$ cat config.mk
export PLATFORM = sky130hd
export DESIGN_NAME = regfile_flat
export DESIGN_NICKNAME = d
export VERILOG_FILES = /design/src/rtl/regfile_if.sv /design/src/rtl/regfile.sv /design/src/flat_wrapper.sv
export SDC_FILE = /design/constraint.sdc
export NUM_CORES = 2
export LEC_CHECK = 0
export CORE_MARGIN = 10
export CORE_UTILIZATION = 40
export CTS_BUF_LIST = sky130_fd_sc_hd__clkbuf_4 sky130_fd_sc_hd__clkbuf_8 sky130_fd_sc_hd__clkbuf_16
export CTS_CLUSTER_SIZE = 16
export DETAILED_ROUTE_END_ITERATION = 8
export PLACE_DENSITY = 0.67
export SETUP_SLACK_MARGIN = 0.2
export SLEW_MARGIN = 30
export SYNTH_ARGS = -nofsm -noshare
export SYNTH_HDL_FRONTEND = slang
export SYNTH_SLANG_ARGS = --single-unit
$ cat constraint.sdc
create_clock -name clk -period 4.7 [get_ports clk]
set_clock_uncertainty 0.2 [all_clocks]
set_input_delay 0.47 -clock clk [delete_from_list [all_inputs] [get_ports clk]]
set_output_delay 0.47 -clock clk [all_outputs]
set_load 0.05 [all_outputs]
$ cat src/rtl/regfile_if.sv
// regfile_if: bundles the register file's write-back, read, issue and
// scoreboard signals so decode/execute and the register file share one port.
//
// Signals (master drives, slave = regfile):
//   we, waddr, wdata      write-back port (from the memory stage)
//   re1/re2, raddr1/2     read enables and addresses (from decode)
//   rdata1/2              read data (operands for execute)
//   iss_valid, iss_waddr  decode issuing an instruction that writes iss_waddr
//   flush                 cancel every in-flight write
//   hazard1/2             operand on that read port is stale
//   iss_ready             the issue is accepted this cycle
interface regfile_if #(
  parameter int NREG = 32
);
  localparam int AW = (NREG > 1) ? $clog2(NREG) : 1;

  logic          we;
  logic [AW-1:0] waddr;
  logic [31:0]   wdata;
  logic          re1;
  logic [AW-1:0] raddr1;
  logic [31:0]   rdata1;
  logic          re2;
  logic [AW-1:0] raddr2;
  logic [31:0]   rdata2;
  logic          iss_valid;
  logic [AW-1:0] iss_waddr;
  logic          flush;
  logic          hazard1;
  logic          hazard2;
  logic          iss_ready;

  modport master (
    output we, waddr, wdata, re1, raddr1, re2, raddr2,
           iss_valid, iss_waddr, flush,
    input  rdata1, rdata2, hazard1, hazard2, iss_ready
  );

  modport slave (
    input  we, waddr, wdata, re1, raddr1, re2, raddr2,
           iss_valid, iss_waddr, flush,
    output rdata1, rdata2, hazard1, hazard2, iss_ready
  );
endinterface

$ cat src/rtl/regfile.sv
// regfile: NREG x 32-bit register file with two combinational read ports,
// one write-back port with same-cycle bypass, and a per-register scoreboard
// of CNTW-bit pending-write counters that flags stale operands and throttles
// issue when a destination's counter is full. Register 0 reads as zero.
//
// Ports:
//   clk  rising-edge clock for all state
//   rst  synchronous, active-high reset (clears storage and counters)
//   bus  regfile_if.slave: write-back, read, issue, flush, hazard, ready
module regfile #(
  parameter int NREG = 32,
  parameter int CNTW = 2
) (
  input  logic      clk,
  input  logic      rst,
  regfile_if.slave  bus
);
  localparam int AW = (NREG > 1) ? $clog2(NREG) : 1;
  localparam logic [CNTW-1:0] CNT_MAX = '1;
  localparam logic [CNTW-1:0] CNT_ONE = CNTW'(1);

  logic [31:0]     regs [NREG];
  logic [CNTW-1:0] cnt  [NREG];

  logic [NREG-1:0] inc_vec;
  logic [NREG-1:0] dec_vec;

  logic wb_hits_iss;
  assign wb_hits_iss = bus.we && (bus.waddr == bus.iss_waddr);

  // A full counter blocks issue unless this cycle's write-back frees a slot
  // in the same register, which keeps the counter from ever wrapping.
  always_comb begin
    bus.iss_ready = 1'b1;
    if (!rst && (bus.iss_waddr != '0) &&
        (cnt[bus.iss_waddr] == CNT_MAX) && !wb_hits_iss)
      bus.iss_ready = 1'b0;
  end

  // Register 0 never gets an increment or a decrement, so cnt[0] stays zero.
  always_comb begin
    for (int r = 0; r < NREG; r++) begin
      inc_vec[r] = bus.iss_valid && bus.iss_ready && (r != 0) &&
                   (bus.iss_waddr == AW'(r));
      dec_vec[r] = bus.we && (r != 0) && (bus.waddr == AW'(r));
    end
  end

  // Read port 1: write-back bypass takes priority over storage.
  always_comb begin
    bus.rdata1 = '0;
    if (!rst && bus.re1 && (bus.raddr1 != '0)) begin
      if (bus.we && (bus.waddr == bus.raddr1))
        bus.rdata1 = bus.wdata;
      else
        bus.rdata1 = regs[bus.raddr1];
    end
  end

  // Read port 2: same structure as port 1.
  always_comb begin
    bus.rdata2 = '0;
    if (!rst && bus.re2 && (bus.raddr2 != '0)) begin
      if (bus.we && (bus.waddr == bus.raddr2))
        bus.rdata2 = bus.wdata;
      else
        bus.rdata2 = regs[bus.raddr2];
    end
  end

  // A single outstanding write that lands this cycle is covered by the
  // bypass, so it is not a hazard; two or more outstanding still are.
  always_comb begin
    bus.hazard1 = 1'b0;
    if (!rst && bus.re1 && (bus.raddr1 != '0) && (cnt[bus.raddr1] != '0))
      bus.hazard1 = !((cnt[bus.raddr1] == CNT_ONE) && bus.we &&
                      (bus.waddr == bus.raddr1));
  end

  always_comb begin
    bus.hazard2 = 1'b0;
    if (!rst && bus.re2 && (bus.raddr2 != '0) && (cnt[bus.raddr2] != '0))
      bus.hazard2 = !((cnt[bus.raddr2] == CNT_ONE) && bus.we &&
                      (bus.waddr == bus.raddr2));
  end

  // Storage: a write-back lands even during a flush.
  always_ff @(posedge clk) begin
    if (rst) begin
      for (int r = 0; r < NREG; r++)
        regs[r] <= '0;
    end else if (bus.we && (bus.waddr != '0)) begin
      regs[bus.waddr] <= bus.wdata;
    end
  end

  // Scoreboard: issue and write-back to the same register cancel out;
  // a write-back to an idle register leaves it at zero.
  always_ff @(posedge clk) begin
    if (rst || bus.flush) begin
      for (int r = 0; r < NREG; r++)
        cnt[r] <= '0;
    end else begin
      for (int r = 0; r < NREG; r++) begin
        if (inc_vec[r] && !dec_vec[r])
          cnt[r] <= cnt[r] + CNT_ONE;
        else if (dec_vec[r] && !inc_vec[r] && (cnt[r] != '0))
          cnt[r] <= cnt[r] - CNT_ONE;
      end
    end
  end
endmodule
$ cat src/flat_wrapper.sv
// flat-port wrapper written by rule: the top's interface ports become plain ports
module regfile_flat 
#(
  parameter int NREG = 32,
  parameter int CNTW = 2
)
  (clk, rst, bus_we, bus_waddr, bus_wdata, bus_re1, bus_raddr1, bus_re2, bus_raddr2, bus_iss_valid, bus_iss_waddr, bus_flush, bus_rdata1, bus_rdata2, bus_hazard1, bus_hazard2, bus_iss_ready);
  regfile_if #(.NREG(NREG)) bus_i ();
  input  logic clk;
  input  logic rst;
  input wire logic [$bits(bus_i.we)-1:0] bus_we;
  input wire logic [$bits(bus_i.waddr)-1:0] bus_waddr;
  input wire logic [$bits(bus_i.wdata)-1:0] bus_wdata;
  input wire logic [$bits(bus_i.re1)-1:0] bus_re1;
  input wire logic [$bits(bus_i.raddr1)-1:0] bus_raddr1;
  input wire logic [$bits(bus_i.re2)-1:0] bus_re2;
  input wire logic [$bits(bus_i.raddr2)-1:0] bus_raddr2;
  input wire logic [$bits(bus_i.iss_valid)-1:0] bus_iss_valid;
  input wire logic [$bits(bus_i.iss_waddr)-1:0] bus_iss_waddr;
  input wire logic [$bits(bus_i.flush)-1:0] bus_flush;
  output wire logic [$bits(bus_i.rdata1)-1:0] bus_rdata1;
  output wire logic [$bits(bus_i.rdata2)-1:0] bus_rdata2;
  output wire logic [$bits(bus_i.hazard1)-1:0] bus_hazard1;
  output wire logic [$bits(bus_i.hazard2)-1:0] bus_hazard2;
  output wire logic [$bits(bus_i.iss_ready)-1:0] bus_iss_ready;
  assign bus_i.we = bus_we;
  assign bus_i.waddr = bus_waddr;
  assign bus_i.wdata = bus_wdata;
  assign bus_i.re1 = bus_re1;
  assign bus_i.raddr1 = bus_raddr1;
  assign bus_i.re2 = bus_re2;
  assign bus_i.raddr2 = bus_raddr2;
  assign bus_i.iss_valid = bus_iss_valid;
  assign bus_i.iss_waddr = bus_iss_waddr;
  assign bus_i.flush = bus_flush;
  assign bus_rdata1 = bus_i.rdata1;
  assign bus_rdata2 = bus_i.rdata2;
  assign bus_hazard1 = bus_i.hazard1;
  assign bus_hazard2 = bus_i.hazard2;
  assign bus_iss_ready = bus_i.iss_ready;
  regfile #(.NREG(NREG), .CNTW(CNTW)) u_core (.clk(clk), .rst(rst), .bus(bus_i));
endmodule
Word level (Yosys, flattened, before mapping)
Memories as Yosys holds them, arrays and structs flattened.
Index checks and enable logic that the tools add are counted.
{ "op_classes": {"addsub": 62, "n_mul": 0, "div": 0, "order_cmp": 0, "eq_ne": 68, "shifts": 0, "muxes": 296, "bitwise": 62, "reduce_logical": 278} }
{ "ops": {"columns": ["cell", "n"], "rows": [
  ["$mux 1", 228],
  ["$logic_and 1x1->1", 173],
  ["$eq 5x5->1 const B", 32],
  ["$mux 32", 5],
  ["$mux 2", 62],
  ["$eq 5x4->1 const B", 16],
  ["$logic_not 1->1", 66],
  ["$reduce_bool 2->1", 33],
  ["$add 2x1->2 const B", 31],
  ["$or 1x1->1", 62],
  ["$sub 2x1->2 const B", 31],
  ["$eq 5x3->1 const B", 8],
  ["$reduce_or 32->1", 1],
  ["$eq 5x2->1 const B", 4],
  ["$reduce_bool 5->1", 4],
  ["$eq 5x5->1", 3],
  ["$eq 5x1->1 const B", 2],
  ["$mux 5", 1],
  ["$eq 2x1->1 const B", 2],
  ["$eq 2x2->1 const B", 1],
  ["$logic_or 1x1->1", 1]
]} }
{ "totals": {"reg_bits": 0, "latchBits": 0, "ram_bits": 1088, "mem_bits_ro": 0, "in_bits": 59, "output_inout_bits": 67, "word_cells": 768, "n_memories": 2} }
{ "memory_table": {"columns": ["name", "depth", "width", "rd", "rd_ports_with_merged_regs", "write_ports", "line", "text"], "rows": [
  ["u_core.regs", 32, 32, 2, 0, 32, "regfile.sv:22", "logic [31:0] regs [NREG];"],
  ["u_core.cnt", 32, 2, 34, 0, 32, "regfile.sv:23", "logic [CNTW-1:0] cnt [NREG];"]
]} }

Depth between registers and ports, before layout
{ "depth": {"depth_word": 15, "mapped_depth": 11, "ltp_nobuf": 6} }

Least setup slack after synthesis
No wires, ideal clock.
{ "synth_timing": {"path_type": "input -> register", "from": "input port bus_waddr[0]", "to": "memory u_core.regs[13][0] (enable)", "setup_ps": 466, "arrival_ps": 3728, "t_required_ps": 4034, "setup_slack_ps": 306, "path_stages": 5, "path_buffers": 2, "path_cell_list": "clkbuf_1 nor2b_1 nand2b_1 clkbuf_1 o21ai_0"} }
{ "synth_lines": {"columns": ["item", "line", "text"], "rows": [
  ["from (decl)", "flat_wrapper.sv:12", "input wire logic [$bits(bus_i.waddr)-1:0] bus_waddr;"],
  ["to (decl)", "regfile.sv:22", null]
]} }

Worst setup path in the final report
{ "layout_timing": {"from": "input port bus_waddr[3]", "to": "output port bus_rdata2[28]"} }
{ "layout_between": {"elab_chain_len": 4} }
{ "layout_lines": {"columns": ["item", "line", "text"], "rows": [
  ["$eq 5x5->1", "regfile.sv:64", "if (bus.we && (bus.waddr == bus.raddr2))"],
  ["$logic_and 1x1->1", "regfile.sv:64", null],
  ["$mux 32", "regfile.sv:64", null],
  ["$mux 32", "regfile.sv:63", "if (!rst && bus.re2 && (bus.raddr2 != '0)) begin"],
  ["to (decl)", "flat_wrapper.sv:22", "output wire logic [$bits(bus_i.rdata2)-1:0] bus_rdata2;"]
]} }
Every way passes these cells.

==> reports/summary.log <==
INFO  die            io-pin-count=126
INFO  sta            report.final.setup_viol=0
INFO  hold_path      holdPathStages=1
INFO  logic_synthesis synth_common_cells=edfxtp_1, and2_1, mux2i_1
INFO  status         status=finished clean
INFO  setup_path     timing.critical_path.max_delay_family=buffers and inverters
INFO  detailed_routing number_of_drc_violations_after_detailed_routing=0
INFO  detailed_routing met1_wirelength=81.88mm
INFO  pwr            vdd.ir_drop.worst=0.2912mV
INFO  logic_synthesis synth.most_common_cell=edfxtp_1
INFO  detailed_routing met3RoutedLength=27.18mm
INFO  setup_path     crit_path_max_cell_delay=0.77ns
INFO  hold_path      worst_hold_path.endpoint=u_core.regs[0][4]
INFO  place          port-buffer-count=125
INFO  global_route   maximum_number_of_pins_on_one_net_before_global_route_repair=93
INFO  die            die_area=170800µm²
INFO  setup_path     worstPathBufferInverterCount=3
INFO  finish         nets=4960
INFO  sta            period_needed=4.274ns
INFO  detailed_routing drt_first_pass_iters=6
INFO  global_route   first_global_vias=45540
INFO  setup_path     worst_r2r_path_cells=7
INFO  finish         nFillCells=13380
INFO  logic_synthesis synth_flop_cell=edfxtp_1
INFO  sta            achievable_clock_frequency=234.0MHz
INFO  logic_synthesis post_synth_and_or_nand_nor_area_fraction=13.69%
INFO  detailed_routing drtIter0Drc=6751
INFO  logic_synthesis synth_enable_flop_cells=1086
INFO  sta            worst_pin_slew=1.056ns
INFO  logic_synthesis synth_compound_gate_area_share=10.37%
INFO  logic_synthesis netlist_instances=4844
INFO  cts            clk_transition_reported_paths=0.06ns
INFO  logic_synthesis average_cell_area_after_synthesis=12.77µm²
INFO  global_route   grtUsageTotal=25.87%
INFO  logic_synthesis synth_largest_type_area_fraction=52.73%
INFO  logic_synthesis asyncSetResetFlopFracSynth=0%
INFO  place          place_hpwl=137.3mm
INFO  logic_synthesis synth.yosys.seq_area_share=52.73%
INFO  cts            clkLatencyLatePin=0.73ns
INFO  sta            setup_total_negative_slack=0ns
INFO  logic_synthesis synth_cell_types=67
INFO  place          routabilityCongestion=0.9367
INFO  cts            cts_inserted_buffers=112
INFO  setup_path     timing.critical_path.from_type=input port
INFO  setup_path     crit_path_cell_trace=clkdlybuf4s50_1 > xnor2_1 > nand4_1 > or2_2 > buf_4 > o211ai_1 > a21oi_1 > buf_12
INFO  hold_path      min-delay-path-class=input port to flip-flop
INFO  setup_path     critPathMaxFanout=13
INFO  detailed_routing route.detailed.wl_per_inst=32.33µm
INFO  logic_synthesis synth.area.mux_share=19.46%
INFO  logic_synthesis synth_top_family_by_area=multiplexers
INFO  cts            maximum_level_of_the_cts_h_tree=3
INFO  die            die_h=413.2µm
INFO  setup_path     critPathKind=input port to output pin
INFO  setup_path     reg2reg_setup_slack=1.38ns
INFO  cts            cts.root.buffer_cell=clkbuf_16
INFO  sta            final_min_period_over_clock_period=90.93%
INFO  hold_path      hp-start=rst
INFO  logic_synthesis synth_xor_xnor_area_share=0.3823%
INFO  global_route   antenna_found_initial=17
INFO  pwr            cellLeakagePower=25.42nW
INFO  detailed_routing top_layer=met5
INFO  sta            hold_viol=0
INFO  cts            ctsHoldBuffers=0
INFO  pwr            p_total=0.02409W
INFO  logic_synthesis syn_area=61850µm²
INFO  global_route   global_route.overflow_total=0
INFO  pwr            p_per_area=336.5nW/µm²
INFO  sta            maxSlewViolCount=0
INFO  logic_synthesis synth_adder_area_share=0.02023%
INFO  detailed_routing dr_wl_met2=103.1mm
INFO  global_route   grt_pass1_wl=323.9mm
INFO  setup_path     worstSetupEndpointType=output pin
INFO  setup_path     critical_path_arrival=3.60ns
INFO  logic_synthesis synth_register_bits=1086
INFO  sta            grt_setup_unrepaired=false
INFO  job            cap_violations=0
INFO  detailed_routing route.vias.total=46190
INFO  cts            clock_tree.buffer_depth=3
INFO  logic_synthesis yosysWarningCount=0
INFO  die            initial_utilization=40.20%
INFO  cts            cts_tree=built
INFO  die            dieWidth=413.2µm
INFO  detailed_routing totalWireLength=227.6mm
INFO  finish         drive_gt1_share=19.10%
INFO  detailed_routing route.detailed.vias_per_inst=6.560
INFO  setup_path     critical-path-slowest-cell=clkdlybuf4s50_1
INFO  die            placeableCoreArea=153900µm²
INFO  die            rows=144
INFO  cts            ctsResizeCount=0
INFO  cts            cts.repair_timing.setup_buffer_count=0
INFO  setup_path     timing.critical_path.required=4.03ns
INFO  logic_synthesis synth_largest_area_cell=edfxtp_1
INFO  detailed_routing drtAntennaViolNets=0
INFO  cts            tritoncts_num_sinks=1086
INFO  sta            slew-limit-headroom=29.05%
INFO  setup_path     crit-reg2reg-launch=u_core.cnt[5][0]
INFO  finish         flow.area_growth_from_synthesis=15.77%
INFO  logic_synthesis synth_area_leaders=edfxtp_1, mux4_2, and2_1, mux2i_1, a221oi_1
INFO  setup_path     worst_r2r_end=u_core.cnt[15][1]
cells in the final DEF, fill, tap and decap left out, drive strengths merged, types with 128 or more instances in the layout:
cell,instances
nor2,233
edfxtp,1086
and2,935
o21ai,128
a22oi,134
o211ai,150
mux2i,534
mux4,290
buf,386
nand2,134
clkbuf,141
a221oi,259
worst max-delay path by stage:
stage                     depth (start not counted)              from  slack [ns]            endpoint
after floorplan                                   5      bus_waddr[0]        0.31  u_core.regs[13][0]
after global placement                           10  bus_iss_waddr[1]        0.61   u_core.cnt[15][1]
after detailed placement                         10  bus_iss_waddr[1]        0.57   u_core.cnt[15][1]
after CTS                                         8      bus_waddr[2]        0.59      bus_rdata2[28]
after global routing                              9      bus_waddr[3]        0.42       bus_rdata2[4]
final                                             8      bus_waddr[3]        0.43      bus_rdata2[28]
flip-flops by register name, indices dropped and copies added (netlist names):
signal / count
u_core.cnt: 62
u_core.regs: 1024
per-stage QoR:
step	hold WS (ns)	setup slack, ns	util [%]	cells	instance area, µm²
detailed placement	0.4560	0.5657	44.21	6830	68020
finish	0.1628	0.4263	46.54	7040	71610
CTS	0.1046	0.5919	46.54	7029	71600
global route	0.1364	0.4211	46.52	7030	71580
floorplan	0.3859	0.3058	-	4875	61970
global placement	0.4461	0.6090	44.13	6824	67910
layer usage:
metal	GRT usage, %	vias up
met1	32.72	23140
met3	5.951	819
li1	-	18870
met5	0	-
met2	40.34	3349
met4	15.62	6
final cells by class:
| class | count | area [µm²] | area share [%] |
|---|---|---|---|
| clock buffers | 141 | 3020 | 4.218 |
| inverters | 11 | 46.29 | 0.06465 |
| repair buffers | 422 | 4860 | 6.787 |
| clock inverters | 58 | 565.5 | 0.7898 |
| diodes | 11 | 27.53 | 0.03844 |
| flip-flops and latches | 1086 | 32610 | 45.54 |
| multi-input cells | 3267 | 27920 | 38.99 |
| well taps | 2044 | 2557 | 3.572 |
report_power, final:
part	leakage [nW]	switching, W	internal (W)
clock	1.78	0.00391	0.00498
sequential	10.4	0.000326	0.0112
combinational	13.2	0.00226	0.00142
total	25.4	0.00649	0.0176
cell families (layout without fill, tap and decap cells):
kind of cell	after synthesis	after routing
and+or+nand+nor	1499	1499
DFF	1086	1086
AOI/OAI and AO/OA	870	870
muxes	838	838
buffers and inverters	522	632
xor gates and xnor gates	27	27
adders and majority gates	1	1
other	1	43
(Power assumes the default switching activity.)
